$ cat src/rtl/hdma_pkg.sv
// Shared definitions for the VRAM DMA controller:
// register map, scheduler states and block geometry.
package hdma_pkg;

    localparam logic [15:0] A_SRC_HI = 16'hFF51;
    localparam logic [15:0] A_SRC_LO = 16'hFF52;
    localparam logic [15:0] A_DST_HI = 16'hFF53;
    localparam logic [15:0] A_DST_LO = 16'hFF54;
    localparam logic [15:0] A_CTRL   = 16'hFF55;

    localparam int BLOCK_BYTES = 16;

    typedef enum logic [2:0] {
        IDLE,
        GP_RUN,
        HB_WAIT,
        HB_RUN,
        HB_HOLD
    } state_t;

endpackage

$ cat src/rtl/hdma_block.sv
// One 16-byte block mover: alternating read/write phases,
// with the source byte latched at the end of each read phase.
module hdma_block
    import hdma_pkg::*;
#(
    parameter int BYTE_CLKS = 2
) (
    input  logic        clk,
    input  logic        rst,
    input  logic        i_start,
    input  logic [11:0] i_src,
    input  logic [8:0]  i_dst,
    input  logic [7:0]  i_din,
    output logic [15:0] o_a,
    output logic        o_rd,
    output logic        o_wr,
    output logic [7:0]  o_dout,
    output logic        o_occ_ext,
    output logic        o_occ_vid,
    output logic        o_done
);

    localparam int LAST  = BLOCK_BYTES * BYTE_CLKS - 1;
    localparam int CNT_W = $clog2(LAST + 1);

    logic             r_active;
    logic [CNT_W-1:0] r_cnt;
    logic [7:0]       r_data;

    logic       w_rph;
    logic       w_wph;
    logic [3:0] w_idx;

    assign w_idx  = r_cnt[CNT_W-1 -: 4];
    assign w_rph  = r_active && !r_cnt[0];
    assign w_wph  = r_active && r_cnt[0];
    assign o_done = w_wph && (r_cnt == CNT_W'(LAST));

    // A start on the done clock chains the next block with no gap.
    always_ff @(posedge clk) begin
        if (rst) begin
            r_active <= 1'b0;
            r_cnt    <= '0;
            r_data   <= 8'h00;
        end else begin
            if (i_start) begin
                r_active <= 1'b1;
                r_cnt    <= '0;
            end else if (o_done) begin
                r_active <= 1'b0;
            end else if (r_active) begin
                r_cnt <= r_cnt + 1'b1;
            end
            if (w_rph) begin
                r_data <= i_din;
            end
        end
    end

    always_comb begin
        o_a = 16'h0000;
        if (w_rph) begin
            o_a = {i_src, w_idx};
        end else if (w_wph) begin
            o_a = {3'b100, i_dst, w_idx};
        end
    end

    assign o_rd      = w_rph;
    assign o_wr      = w_wph;
    assign o_dout    = r_data;
    assign o_occ_ext = w_rph;
    assign o_occ_vid = w_wph;

endmodule

$ cat src/rtl/hdma.sv
// VRAM DMA controller: FF51-FF55 register file and the
// general-purpose / HBlank block scheduler.
module hdma
    import hdma_pkg::*;
#(
    parameter int BYTE_CLKS = 2
) (
    input  logic        clk,
    input  logic        rst,
    input  logic [15:0] mmio_a,
    input  logic [7:0]  mmio_din,
    input  logic        mmio_wr,
    output logic [7:0]  mmio_dout,
    input  logic        ppu_hblank,
    output logic [15:0] hdma_a,
    output logic        hdma_rd,
    input  logic [7:0]  hdma_din,
    output logic        hdma_wr,
    output logic [7:0]  hdma_dout,
    output logic        hdma_occupy_extbus,
    output logic        hdma_occupy_vidbus,
    output logic        cpu_stall
);

    state_t      r_state;
    logic [11:0] r_src;
    logic [8:0]  r_dst;
    logic [6:0]  r_len;
    logic        r_term;
    logic        r_hb_prev;

    logic w_wr55;
    logic w_rise;
    logic w_cfg_ok;
    logic w_gp_go;
    logic w_hb_go;
    logic w_gp_next;
    logic w_start;
    logic w_done;

    assign w_wr55    = mmio_wr && (mmio_a == A_CTRL);
    assign w_rise    = ppu_hblank && !r_hb_prev;
    assign w_cfg_ok  = (r_state == IDLE) || (r_state == HB_WAIT)
                    || (r_state == HB_HOLD);
    assign w_gp_go   = (r_state == IDLE) && w_wr55 && !mmio_din[7];
    assign w_hb_go   = (r_state == HB_WAIT) && w_rise && !w_wr55;
    assign w_gp_next = (r_state == GP_RUN) && w_done && (r_len != 7'd0);
    assign w_start   = w_gp_go || w_hb_go || w_gp_next;

    hdma_block #(
        .BYTE_CLKS (BYTE_CLKS)
    ) u_block (
        .clk       (clk),
        .rst       (rst),
        .i_start   (w_start),
        .i_src     (r_src),
        .i_dst     (r_dst),
        .i_din     (hdma_din),
        .o_a       (hdma_a),
        .o_rd      (hdma_rd),
        .o_wr      (hdma_wr),
        .o_dout    (hdma_dout),
        .o_occ_ext (hdma_occupy_extbus),
        .o_occ_vid (hdma_occupy_vidbus),
        .o_done    (w_done)
    );

    always_ff @(posedge clk) begin
        if (rst) begin
            r_state   <= IDLE;
            r_src     <= 12'h000;
            r_dst     <= 9'h000;
            r_len     <= 7'h7F;
            r_term    <= 1'b0;
            r_hb_prev <= 1'b0;
        end else begin
            r_hb_prev <= ppu_hblank;
            if (w_cfg_ok && mmio_wr) begin
                case (mmio_a)
                    A_SRC_HI: r_src[11:4] <= mmio_din;
                    A_SRC_LO: r_src[3:0]  <= mmio_din[7:4];
                    A_DST_HI: r_dst[8:4]  <= mmio_din[4:0];
                    A_DST_LO: r_dst[3:0]  <= mmio_din[7:4];
                    default: ;
                endcase
            end
            // Pointers wrap naturally within their widths.
            if (w_done) begin
                r_src <= r_src + 12'd1;
                r_dst <= r_dst + 9'd1;
                r_len <= r_len - 7'd1;
            end
            case (r_state)
                IDLE: begin
                    if (w_wr55) begin
                        r_len   <= mmio_din[6:0];
                        r_term  <= 1'b0;
                        r_state <= mmio_din[7] ? HB_WAIT : GP_RUN;
                    end
                end
                GP_RUN: begin
                    if (w_done && (r_len == 7'd0)) begin
                        r_state <= IDLE;
                    end
                end
                HB_WAIT: begin
                    if (w_wr55) begin
                        if (mmio_din[7]) begin
                            r_len <= mmio_din[6:0];
                        end else begin
                            r_state <= IDLE;
                        end
                    end else if (w_rise) begin
                        r_state <= HB_RUN;
                    end
                end
                HB_RUN: begin
                    if (w_wr55) begin
                        r_term <= !mmio_din[7];
                        if (mmio_din[7]) begin
                            r_len <= mmio_din[6:0];
                        end
                    end
                    if (w_done) begin
                        if ((r_len == 7'd0) || r_term
                            || (w_wr55 && !mmio_din[7])) begin
                            r_state <= IDLE;
                        end else begin
                            r_state <= HB_HOLD;
                        end
                    end
                end
                HB_HOLD: begin
                    if (w_wr55) begin
                        if (mmio_din[7]) begin
                            r_len   <= mmio_din[6:0];
                            r_state <= HB_WAIT;
                        end else begin
                            r_state <= IDLE;
                        end
                    end else if (!ppu_hblank) begin
                        r_state <= HB_WAIT;
                    end
                end
                default: r_state <= IDLE;
            endcase
        end
    end

    always_comb begin
        mmio_dout = 8'hFF;
        if (mmio_a == A_CTRL) begin
            mmio_dout = {(r_state == IDLE), r_len};
        end
    end

    assign cpu_stall = (r_state == GP_RUN) || (r_state == HB_RUN);

endmodule

$ cat config.mk
export PLATFORM = sky130hd
export DESIGN_NAME = hdma
export DESIGN_NICKNAME = d
export VERILOG_FILES = /design/src/rtl/hdma_pkg.sv /design/src/rtl/hdma_block.sv /design/src/rtl/hdma.sv
export SDC_FILE = /design/constraint.sdc
export NUM_CORES = 1
export LEC_CHECK = 0
export CAP_MARGIN = 40
export CORE_MARGIN = 2
export CORE_UTILIZATION = 44
export DETAILED_ROUTE_END_ITERATION = 16
export PLACE_DENSITY = 0.77
export SLEW_MARGIN = 40
export SYNTH_ARGS = -nofsm -noshare
export SYNTH_HDL_FRONTEND = slang
export SYNTH_HIERARCHICAL = 1
export SYNTH_SLANG_ARGS = --single-unit
$ cat constraint.sdc
create_clock -name clk -period 3.3 [get_ports clk]
set_input_delay 0.66 -clock clk [delete_from_list [all_inputs] [get_ports clk]]
set_output_delay 0.66 -clock clk [all_outputs]
set_load 0.01 [all_outputs]
**Word level (Yosys, flattened, before mapping)**

Index checks and enable logic that the tools add are counted.

- Bits of input ports: 36
- Flip-flop bits (word level): 47
- Logic and storage cells: 110
- Output and inout port bits: 37

- Reduce and logical (&&, ||, !) cells: 44
- Add/subtract/negate cells: 4
- Bitwise gates (word level): 1
- Equal/unequal tests: 17
- Mux-type cells: 33

Operators with widths:

| operator | count |
|---|---|
| 16-bit equality test (second input constant) | 5 |
| 16-bit 2-to-1 mux | 2 |
| 7-bit 2-to-1 mux | 4 |
| 3-bit 2-to-1 mux | 9 |
| 12-bit 2-to-1 mux | 2 |
| 9-bit 2-to-1 mux | 2 |
| 8-bit 2-to-1 mux | 2 |
| 3-bit one-hot mux with 5 select lines | 1 |
| 1-bit logical AND | 14 |
| 7-bit one-hot mux with 2 select lines | 1 |
| 2-bit nonzero test | 7 |
| 12-bit by 1-bit adder with 12-bit output (second input constant) | 1 |
| 2-bit AND reduction | 5 |
| 9-bit by 1-bit adder with 9-bit output (second input constant) | 1 |
| 3-bit != test (second input constant) | 3 |
| 4-bit 2-to-1 mux | 2 |
| 7-bit zero test | 1 |
| 1-bit logical OR | 7 |
| 7-bit nonzero test | 1 |
| 7-bit by 1-bit subtractor with 7-bit output (second input constant) | 1 |
| 3-bit by 2-bit equality test with 1-bit output (second input constant) | 2 |
| 2-bit != test (second input constant) | 3 |
| 6-bit AND reduction | 1 |
| 5-bit by 1-bit adder with 5-bit output (second input constant) | 1 |
| 14 further kinds | 21 |

**Depth between registers and ports, before layout**

Gate-level depths: netlist of run 1.

- Depth after elaboration: 7
- Depth in mapped cells: 12
- Depth with buffers taken out: 9

**Cells and area by module**

The synthesis of run 1 kept the hierarchy.

By module, submodules not included:

| module | cells each | seq. area each (µm²) | area each (µm²) | instances |
|---|---|---|---|---|
| hdma | 275 | 660.6 | 2,202.1 | 1 |
| hdma_block | 102 | 280.3 | 808.3 | 1 |

**Worst setup path before layout of run 1**

Ideal clock, no wire load.

- Path type: in2out
- From: in mmio_a[7]
- To: out mmio_dout[7]
- Buffers on the path: 1
- Data arrival time: 1,744 ps
- Slack: 896 ps
- Stages on the path: 5
- Required time: 2,640 ps
- Cell sequence: nand4b_4 > nor4_4 > and3_2 > buf_2 > o31ai_1

- Word-level cells in the longest chain between the ends: 2

Ends and longest elaborated chain:

| element | RTL line | RTL |
|---|---|---|
| start, declared | hdma.sv:10 | `input logic [15:0] mmio_a,` |
| 16-bit equality test | hdma.sv:152 | `if (mmio_a == A_CTRL) begin` |
| 8-bit 2-to-1 mux | hdma.sv:152 |  |
| end, declared | hdma.sv:13 | `output logic [7:0] mmio_dout,` |

No other way between the ends.

**Worst setup path after layout of run 1**

- From: in mmio_a[5]
- To: out mmio_dout[7]

The elaborated chain is that of the path after synthesis.

==> qor.txt, run 1 <==
Setup crit end kind: output pin
GR Util met3: 4.86%
Area leader, netlist: dfxtp_1
Die W: 86.7 µm
Syn Inst Count: 377
Gr busiest metal: met2
Ant diodes: 0
P&R area growth vs syn: 28.2%
Final critical-path required period: 3160 ps
Post-route antenna net violation count: 0
Setup bufs post-CTS: 0
Largest net degree at the start of global routing: 21
Syn Nets: 419
Num CTS Buffers: 5
Slew HR: 53.7%
Number of remaining DRC errors: 0
FF+latch count, synth: 47
Sink Count: 47
Max_cap viols: 0
Die ar.: 7520 µm²
# port buffers: 72
Routability cong.: 0.857
Startpoint class of the critical path: input pin
Avg WL per Cell: 14.6 µm
Cell variety after synth: 61
Pre-Repair DR Iteration Count: 4
RSZ-0062 raised after global routing: no
Hpwl dp: 5770 µm
Met1 usage: 27.1%
Crit Path Class: input pin to output pin
EDFF count, synth: 0
Initial antenna violation count: 0
Via count: 2890
TritonCTS clock tree: yes
Clock root buffer: clkbuf_8
# setup viols final: 0
Average size of a mapped cell: 7.99 µm²
Clock Skews: 6.91 ps
Pwr per Cell Area: 300 nW/µm²
Area share of the largest cell type after synthesis: 31.3%
Drt first-iter violations: 198
Worst Max-Slew Pin Slew: 693 ps
Row count: 30
Peak Freq: 316 MHz
Die height: 86.7 µm
Max IR drop VDD: 0.000197 V
Seq/Total Area, Yosys: 31.3%
CP Max Fanout: 8
Vias per cell: 5.57
CTS clk-pin slew, worst paths: 90 ps
Total Neg Setup Slack: 0 ps
Vias in the first global route: 2684
Latest clock arrival within the worst-skew pair: 310 ps
Top_reg_cell synth: dfxtp_1
CP required: 2640 ps
GR Layer Usage met2: 33.6%
Area of the core: 6720 µm²
DRT Wirelength: 7570 µm
Leakage power: 0.00141 µW
Netlist Area Pre-Place: 3010 µm²
First-pass GRT wire length: 12600 µm
Nets: 480
CTS Hold Bufs: 0
Hold Crit Class: flip-flop to flip-flop
Slew Limit Fails: 0
CP arrival: 2500 ps
Worst-case clock buffer depth: 2
Hold Vio Cnt, Final: 0
Htree depth: 2
Ys Warns: 6
GRT Resource Usage Total: 20.9%
Ports: 73
Status: complete, no violations
Congestion Overflow GR: 0
Layout cell share with drive strength beyond 1: 6.38%
Share of async-settable or async-resettable flops after synthesis: 0%
Overall power: 1160 µW
Top post-synthesis cells by area: dfxtp_1, mux2i_1, nand2_1, a21oi_1, nor2_1
Tcrit/Tclk final: 95.8%
Internal reg-to-reg setup slack: 670 ps
Initial core utilization: 44.8%
## registers in the layout (all words and copies together), names as in the netlist
signal            count
u_block/r_cnt         5
r_hb_prev             1
r_dst                 9
u_block/r_active      1
u_block/o_dout        8
r_src                12
r_term                1
r_state               3
r_len                 7
## through the flow
step	setup slack (ps)	hold slack (ps)	utilization [%]	std cells	instance area [µm²]
after floorplan	896	447	-	377	3010
after global placement	150	444	55.7	511	3740
after detailed placement	107	448	55.7	511	3740
after CTS	92.7	462	57.4	519	3860
after global routing	39.7	480	57.4	519	3860
final	137	457	57.4	519	3860
## synth_stat cells, types with 3 or more instances
cell,n
a2bb2oi_1,3
xnor2_1,7
nor4_1,5
mux2i_1,18
or3_1,4
o211a_1,3
inv_1,9
nor2_1,30
nand2b_1,12
ha_1,6
dfxtp_1,47
and2_1,9
nand4_1,7
a211oi_1,8
nor3_1,8
nor2b_1,16
nand2_1,42
buf_2,7
a311o_1,7
a21oi_1,26
buf_4,3
o21ai_0,13
clkbuf_1,10
and3_1,9
nand3_1,13
a31oi_1,9
buf_6,4
## layer usage
layer	vias to the layer above	wire length, µm
met5	-	0
met4	0	123
met3	13	440
met2	93	3570
met1	1310	3440
li1	1474	-
## placed cells by master, fill, tap and decap left out, drive strengths merged, types with 2 or more instances in the layout
master,Yosys,routed
nand3,15,15
a311o,7,7
nor4b,2,2
buf,15,7
nor2,30,30
o21ai,14,14
a211oi,8,8
a21o,2,2
or3,4,4
clkbuf,10,5
o211a,3,3
nor2b,16,16
and4,2,2
a2bb2oi,3,3
a21boi,2,2
nand4,8,8
and3,10,10
or2,2,2
a21oi,27,27
xnor2,7,7
ha,6,6
nand3b,2,2
and2,9,9
nor4,7,7
xor2,2,2
nor3,9,9
nand2b,12,12
nand2,42,42
inv,10,11
a31oi,9,9
dfxtp,47,47
clkdlybuf4s50,0,72
o21a,2,2
mux2i,18,18
## power breakdown
part / switching, µW / internal, µW / leakage (µW) / total [µW]
sequential: 8.48 / 573 / 0.000379 / 581
combinational: 65.9 / 72.7 / 0.000971 / 139
clock: 209 / 230 / 0.0000587 / 439
## path summary, 6_finish.rpt
| kind | from | end | cells past startpoint |
|---|---|---|---|
| worst max-delay path | mmio_a[5] | mmio_dout[7] | 6 |
| worst min-delay path | u_block/o_dout[4]$_SDFFE_PP0P_ | u_block/o_dout[4]$_SDFFE_PP0P_ | 2 |
| worst max register to register | u_block/r_cnt[1]$_SDFFE_PP0P_ | r_len[5]$_SDFF_PP1_ | 9 |
| worst min register to register | u_block/o_dout[4]$_SDFFE_PP0P_ | u_block/o_dout[4]$_SDFFE_PP0P_ | 2 |
## cells by family (layout without fill, tap and decap cells)
| kind of cell | Yosys count | after routing | share of synthesized area [%] |
|---|---|---|---|
| DFF | 47 | 47 | 31.3 |
| AOI/OAI and AO/OA | 86 | 86 | 19.0 |
| buffers and inverters | 35 | 97 | 6.03 |
| xor gates and xnor gates | 9 | 9 | 2.62 |
| muxes | 18 | 18 | 5.98 |
| adders and majority gates | 6 | 6 | 2.49 |
| and+or+nand+nor | 176 | 176 | 32.6 |
## worst max-delay path: stages
cell             delay (ps)
clkdlybuf4s50_1         460
nand4bb_1               300
nor4_4                  210
and3_4                  290
o31ai_1                  90
clkdlybuf4s50_1         490
## cell type report
class	count	area (µm²)
inverter	10	37.5
sequential	47	941
clock buffer	5	68.8
multi-input combinational	295	1890
timing repair buffer	79	773
tap	80	100
clock inverter	3	47.5
fill	615	2860
## repair_timing
action | in CTS | in global routing
resized for setup | 0 | 1
endpoints found under the hold margin | 0 | 0
endpoints found under the setup margin | 0 | 1
No activity file was read; power rests on OpenSTA's default activity.
==> run 2: changes to the inputs <==
--- a/config.mk
+++ b/config.mk
@@ -7,9 +7,9 @@
 export LEC_CHECK = 0
 export CAP_MARGIN = 40
 export CORE_MARGIN = 2
-export CORE_UTILIZATION = 44
+export CORE_UTILIZATION = 50
 export DETAILED_ROUTE_END_ITERATION = 16
-export PLACE_DENSITY = 0.77
+export PLACE_DENSITY = 0.86
 export SLEW_MARGIN = 40
 export SYNTH_ARGS = -nofsm -noshare
 export SYNTH_HDL_FRONTEND = slang
==> run 2 against run 1 <==
Cell count is 0.96% lower. Cell area shrank 1.0%. First-iteration DRC count decreased by 2.5%. Global-route usage is 2.6 points higher. Clock-buffer cell count unchanged. Critical path type unchanged. Highest routed layer unchanged.
==> qor.txt, run 2 (same netlist as run 1, synthesis figures left out) <==
Status: complete, no violations (unchanged)
Die ar.: 6660 µm² (was 7520 µm²)
Crit Path Class: input pin to output pin (unchanged)
Initial core utilization: 51.1% (was 44.8%)
Ports: 73 (unchanged)
Routability cong.: 0.918 (was 0.857)
Num CTS Buffers: 5 (unchanged)
Highest routed layer: met4 (unchanged)
Biggest register: r_src (unchanged)
# setup viols final: 0 (unchanged)
Initial antenna violation count: 0 (unchanged)
P&R area growth vs syn: 26.9% (was 28.2%)
DRT met1 WL: 3330 µm (was 3440 µm)
Number of remaining DRC errors: 0 (unchanged)
Htree depth: 2 (unchanged)
Worst R2R Path Depth: 9 (unchanged)
# fillers: 513 (was 615)
Hpwl dp: 5700 µm (was 5770 µm)
Final critical-path required period: 3170 ps (was 3160 ps)
Max_cap viols: 0 (unchanged)
Cell family with most CP delay: buffers and inverters (unchanged)
Post-route antenna net violation count: 0 (unchanged)
Critical Path Most Common Cell: clkdlybuf4s50_1 (unchanged)
Most frequent cells in the layout: clkdlybuf4s50_1, dfxtp_1, nand2_1, nor2_1, a21oi_1 (unchanged)
Hold Crit Class: flip-flop to flip-flop (unchanged)
RSZ-0062 raised after global routing: no (unchanged)
Worst r2r src: u_block/r_cnt[1]$_SDFFE_PP0P_ (unchanged)
CP endpoint: mmio_dout[7] (unchanged)
# port buffers: 72 (unchanged)
Clock Skews: 10.3 ps (was 6.91 ps)
Area of the core: 5890 µm² (was 6720 µm²)
GRT Resource Usage Total: 23.6% (was 20.9%)
CTS Hold Bufs: 0 (unchanged)
CP bufs+invs: 2 (unchanged)
CP arrival: 2510 ps (was 2500 ps)
Row count: 28 (was 30)
Nets: 480 (unchanged)
Congestion Overflow GR: 0 (unchanged)
Internal reg-to-reg setup slack: 670 ps (about the same)
Largest register FFs: 12 (unchanged)
Crit path from: mmio_a[5] (unchanged)
Ant diodes: 0 (unchanged)
Vias per cell: 5.80 (was 5.57)
Startpoint class of the critical path: input pin (unchanged)
Die height: 81.6 µm (was 86.7 µm)
Slew HR: 60.6% (was 53.7%)
TritonCTS clock tree: yes (unchanged)
Total Neg Setup Slack: 0 ps (unchanged)
Pre-Repair DR Iteration Count: 4 (unchanged)
Layout cell share with drive strength beyond 1: 6.38% (unchanged)
CP Depth: 6 (unchanged)
Setup crit end kind: output pin (unchanged)
Via count: 2981 (was 2890)
Min-delay src: u_block/o_dout[7]$_SDFFE_PP0P_ (was u_block/o_dout[4]$_SDFFE_PP0P_)
Latest clock arrival within the worst-skew pair: 310 ps (about the same)
Largest stage delay, worst path: 490 ps (about the same)
Max IR drop VDD: 0.000168 V (was 0.000197 V)
Die W: 81.6 µm (was 86.7 µm)
Largest net degree at the start of global routing: 21 (unchanged)
CTS clk-pin slew, worst paths: 90 ps (about the same)
Hold WS: 457 ps (about the same)
Drt first-iter violations: 193 (was 198)
Hold Crit Depth: 2 (unchanged)
Peak Freq: 316 MHz (about the same)
Slowest-stage cell, CP: clkdlybuf4s50_1 (unchanged)
CP Max Fanout: 8 (unchanged)
Setup bufs post-CTS: 0 (unchanged)
Worst-case clock buffer depth: 2 (unchanged)
Metal2 WL: 3510 µm (was 3570 µm)
Leakage power: 0.00140 µW (was 0.00141 µW)
DRT Wirelength: 7520 µm (was 7570 µm)
Hold Vio Cnt, Final: 0 (unchanged)
CP Cell Sequence: clkdlybuf4s50_1 -> nand4bb_1 -> nor4_4 -> and3_2 -> o31ai_1 -> clkdlybuf4s50_1 (was clkdlybuf4s50_1 -> nand4bb_1 -> nor4_4 -> and3_4 -> o31ai_1 -> clkdlybuf4s50_1)
Vias in the first global route: 2731 (was 2684)
Clock root buffer: clkbuf_8 (unchanged)
Pwr per Cell Area: 282 nW/µm² (was 300 nW/µm²)
Final std cells w/o fill: 514 (was 519)
Avg WL per Cell: 14.6 µm (about the same)
Slew Limit Fails: 0 (unchanged)
Routed wl met3: 544 µm (was 440 µm)
First-pass GRT wire length: 12400 µm (was 12600 µm)
R2R Path End: r_len[5]$_SDFF_PP1_ (unchanged)
Dpl cells: 506 (was 511)
Tcrit/Tclk final: 96.0% (was 95.8%)
Commonest non-fill, non-tap cell in the layout: clkdlybuf4s50_1 (unchanged)
CTS-repair resized insts: 0 (unchanged)
Sink Count: 47 (unchanged)
CP required: 2640 ps (about the same)
Worst Max-Slew Pin Slew: 574 ps (was 693 ps)
-- run 2: worst min path at each step --
stage,end
CTS,u_block/o_dout[7]$_SDFFE_PP0P_
floorplan,u_block/r_cnt[4]$_SDFFE_PP0P_
detailed placement,u_block/o_dout[7]$_SDFFE_PP0P_
global placement,u_block/o_dout[4]$_SDFFE_PP0P_
finish,u_block/o_dout[7]$_SDFFE_PP0P_
global route,u_block/o_dout[7]$_SDFFE_PP0P_
-- run 2: stage by stage --
stage	utilization [%]	setup slack, ps	area (µm²)	total power (µW)
floorplan	-	896	3010	660
global placement	63.4	149	3730	728
detailed placement	63.4	148	3730	730
CTS	64.9	136	3820	1090
global route	64.9	35.7	3820	1120
finish	64.9	133	3820	1080
-- run 2: cell type report --
class                           count  area [µm²]  area share, %
Inverter                           10        37.5          0.982
Tap cell                           75        93.8           2.46
Clock buffer                        5        68.8           1.80
Sequential cell                    47         941           24.6
Clock inverter                      3        18.8          0.491
Timing Repair Buffer               79         773           20.2
Multi-Input combinational cell    295        1890           49.4
-- run 2: layer usage --
layer | GRT usage (%) | vias to the layer above
met2 | 41.6 | 114
met3 | 4.51 | 15
li1 | - | 1470
met1 | 28.9 | 1382
met4 | 7.33 | 0
met5 | 0 | -
-- run 2: worst register-to-register path, stage by stage, from the launching register on --
cell	delay [ps]
dfxtp_1	390
ha_1	190
and3_1	170
ha_1	250
and3_1	420
nor4b_1	470
nand2_1	130
xor2_1	140
nor2_1	50
a311o_1	330
-- run 2: power breakdown --
part | leakage (µW) | internal (µW) | switching (µW) | total [µW]
sequential | 0.000379 | 573 | 7.15 | 580
clock | 0.0000483 | 150 | 211 | 360
combinational | 0.000973 | 72.0 | 65.7 | 138
==> edit, RTL diff (flow settings as in run 2) <==
`BYTE_CLKS` is set to 2 in 2 places; all go to 1.
--- a/src/rtl/hdma_block.sv
+++ b/src/rtl/hdma_block.sv
@@ -4,5 +4,5 @@
     import hdma_pkg::*;
 #(
-    parameter int BYTE_CLKS = 2
+    parameter int BYTE_CLKS = 1
 ) (
     input  logic        clk,
--- a/src/rtl/hdma.sv
+++ b/src/rtl/hdma.sv
@@ -4,5 +4,5 @@
     import hdma_pkg::*;
 #(
-    parameter int BYTE_CLKS = 2
+    parameter int BYTE_CLKS = 1
 ) (
     input  logic        clk,
Function: changed (a bounded check fails within 4 cycles, from zero or initial values and one cycle with rst high).
==> edit against run 2 <==
- clock skew shrank 6.1 ps
- worst setup slack better by 26 ps
- hold slack better by 15 ps
- wire length grew 5.8%
- sequential cell count fell by 1
- critical path depth unchanged
- synthesized cell count is 1.9% lower
- fmax is 0.83% higher
- power down 2.2%
- design area fell by 0.43%
- synthesized area decreased by 0.17%
==> edit: results (changes against run 2) <==
metric	value	unit	change
f_max	0.3183	GHz	was 0.3157 GHz
P_int	0.7837	mW	was 0.7943 mW
largest cells by area after synthesis	dfxtp_1 31%, mux2i_1 6.3%, nand2_1 5.1%, nor2_1 3.6%, nor2b_1 3.3%		was dfxtp_1 31%, mux2i_1 6.0%, nand2_1 5.2%, a21oi_1 4.3%, nor2_1 3.7%
number of sequential cells	46		was 47
syn nets	411		was 419
wire length on met3	506	um	was 544 um
Net Sw Frac	0.2567		was 0.2630
peak supply drop	0.1612	mV	was 0.1680 mV
crit path from	mmio_a[9]		was mmio_a[5]
Avg Cell Area, Syn	8.123	um2	was 7.985 um2
Data buffer area share	0.2032		was 0.2024
seq pwr	0.568	mW	was 0.580 mW
Met1 Wirelength	3.346	mm	was 3.325 mm
FF-to-FF setup slack	710	ps	was 670 ps
Seq/Total Area, Yosys	0.3064		was 0.3126
register share of the cell area	0.2420		was 0.2462
placed cell count	498		was 506
Hold Crit Start	u_block/o_dout[3]		was u_block/o_dout[7]
Clock-cell share	0.02269		was 0.02292
Filler cells	510		was 513
met1 Use GR	0.3046		was 0.2886
placed cell areas	3715	um2	was 3734 um2
footprint of the multi-input gates	1894	um2	was 1888 um2
drt via density	5.875		was 5.800
Post-synth top cells	46 x dfxtp_1, 41 x nand2_1, 29 x nor2_1		was 47 x dfxtp_1, 42 x nand2_1, 30 x nor2_1
clk pwr	0.343	mW	was 0.360 mW
status	finished, final reports clean		unchanged
largest net degree at the start of global routing	22		was 21
# nets final	471		was 480
Synth Area in XOR/XNOR	0.02623		was 0.02618
gpl congestion	0.9550		was 0.9176
met2 WL post-DR	3.931	mm	was 3.514 mm
Compound-Gate Fraction of Synth Area	0.1928		was 0.1904
share of cells above drive strength 1	0.08121		was 0.06378
first-pass GRT wire length	12.96	mm	was 12.36 mm
number of global-route vias before repair	2794		was 2731
pre-CTS setup slack	123.5	ps	was 148.3 ps
fin cells	506		was 514
Non-clk invs	9		was 10
utilization after layout	0.6503		was 0.6492
Leak	1.369	nW	was 1.401 nW
clock buffers	6		was 5
Reg2Reg Launch Point	u_block/r_cnt[0]		was u_block/r_cnt[1]
dpl hpwl	6.026	mm	was 5.700 mm
#MultiIn Comb	289		was 295
GR Layer Usage met2	0.4443		was 0.4164
Cell variety after synth	63		was 61
initial drt markers	158		was 193
[edit: cell types whose count changed after synthesis, moves of 2 or more]
cell,run 2,this run
a21oi_1,26,16
a21oi_2,1,8
a31oi_1,9,11
buf_4,3,5
o21ai_0,13,11
or3_1,4,2
[edit: logic make-up (layout without fill, tap and decap cells)]
logic type	count (synthesis)	after routing
adders and majority gates	5	5
buffers and inverters	35	96
and+or+nand+nor	174	174
xor gates and xnor gates	9	9
muxes	19	19
DFF	46	46
AOI/OAI and AO/OA	82	82
[edit: worst reg2reg max path, delay by kind of cell (launching register included)]
family                   cells  cell delay (ps)
adder cells (fa/ha/maj)      1              260
buffers and inverters        1              300
AND/OR/NAND/NOR              4              870
flip-flops                   1              420
AO/OA/AOI/OAI                3              620
[edit: timing repair]
action,in CTS,in global routing
resized for setup,0,1
buffers inserted,0,0
hold buffers,0,0
endpoints found under the setup margin,0,2
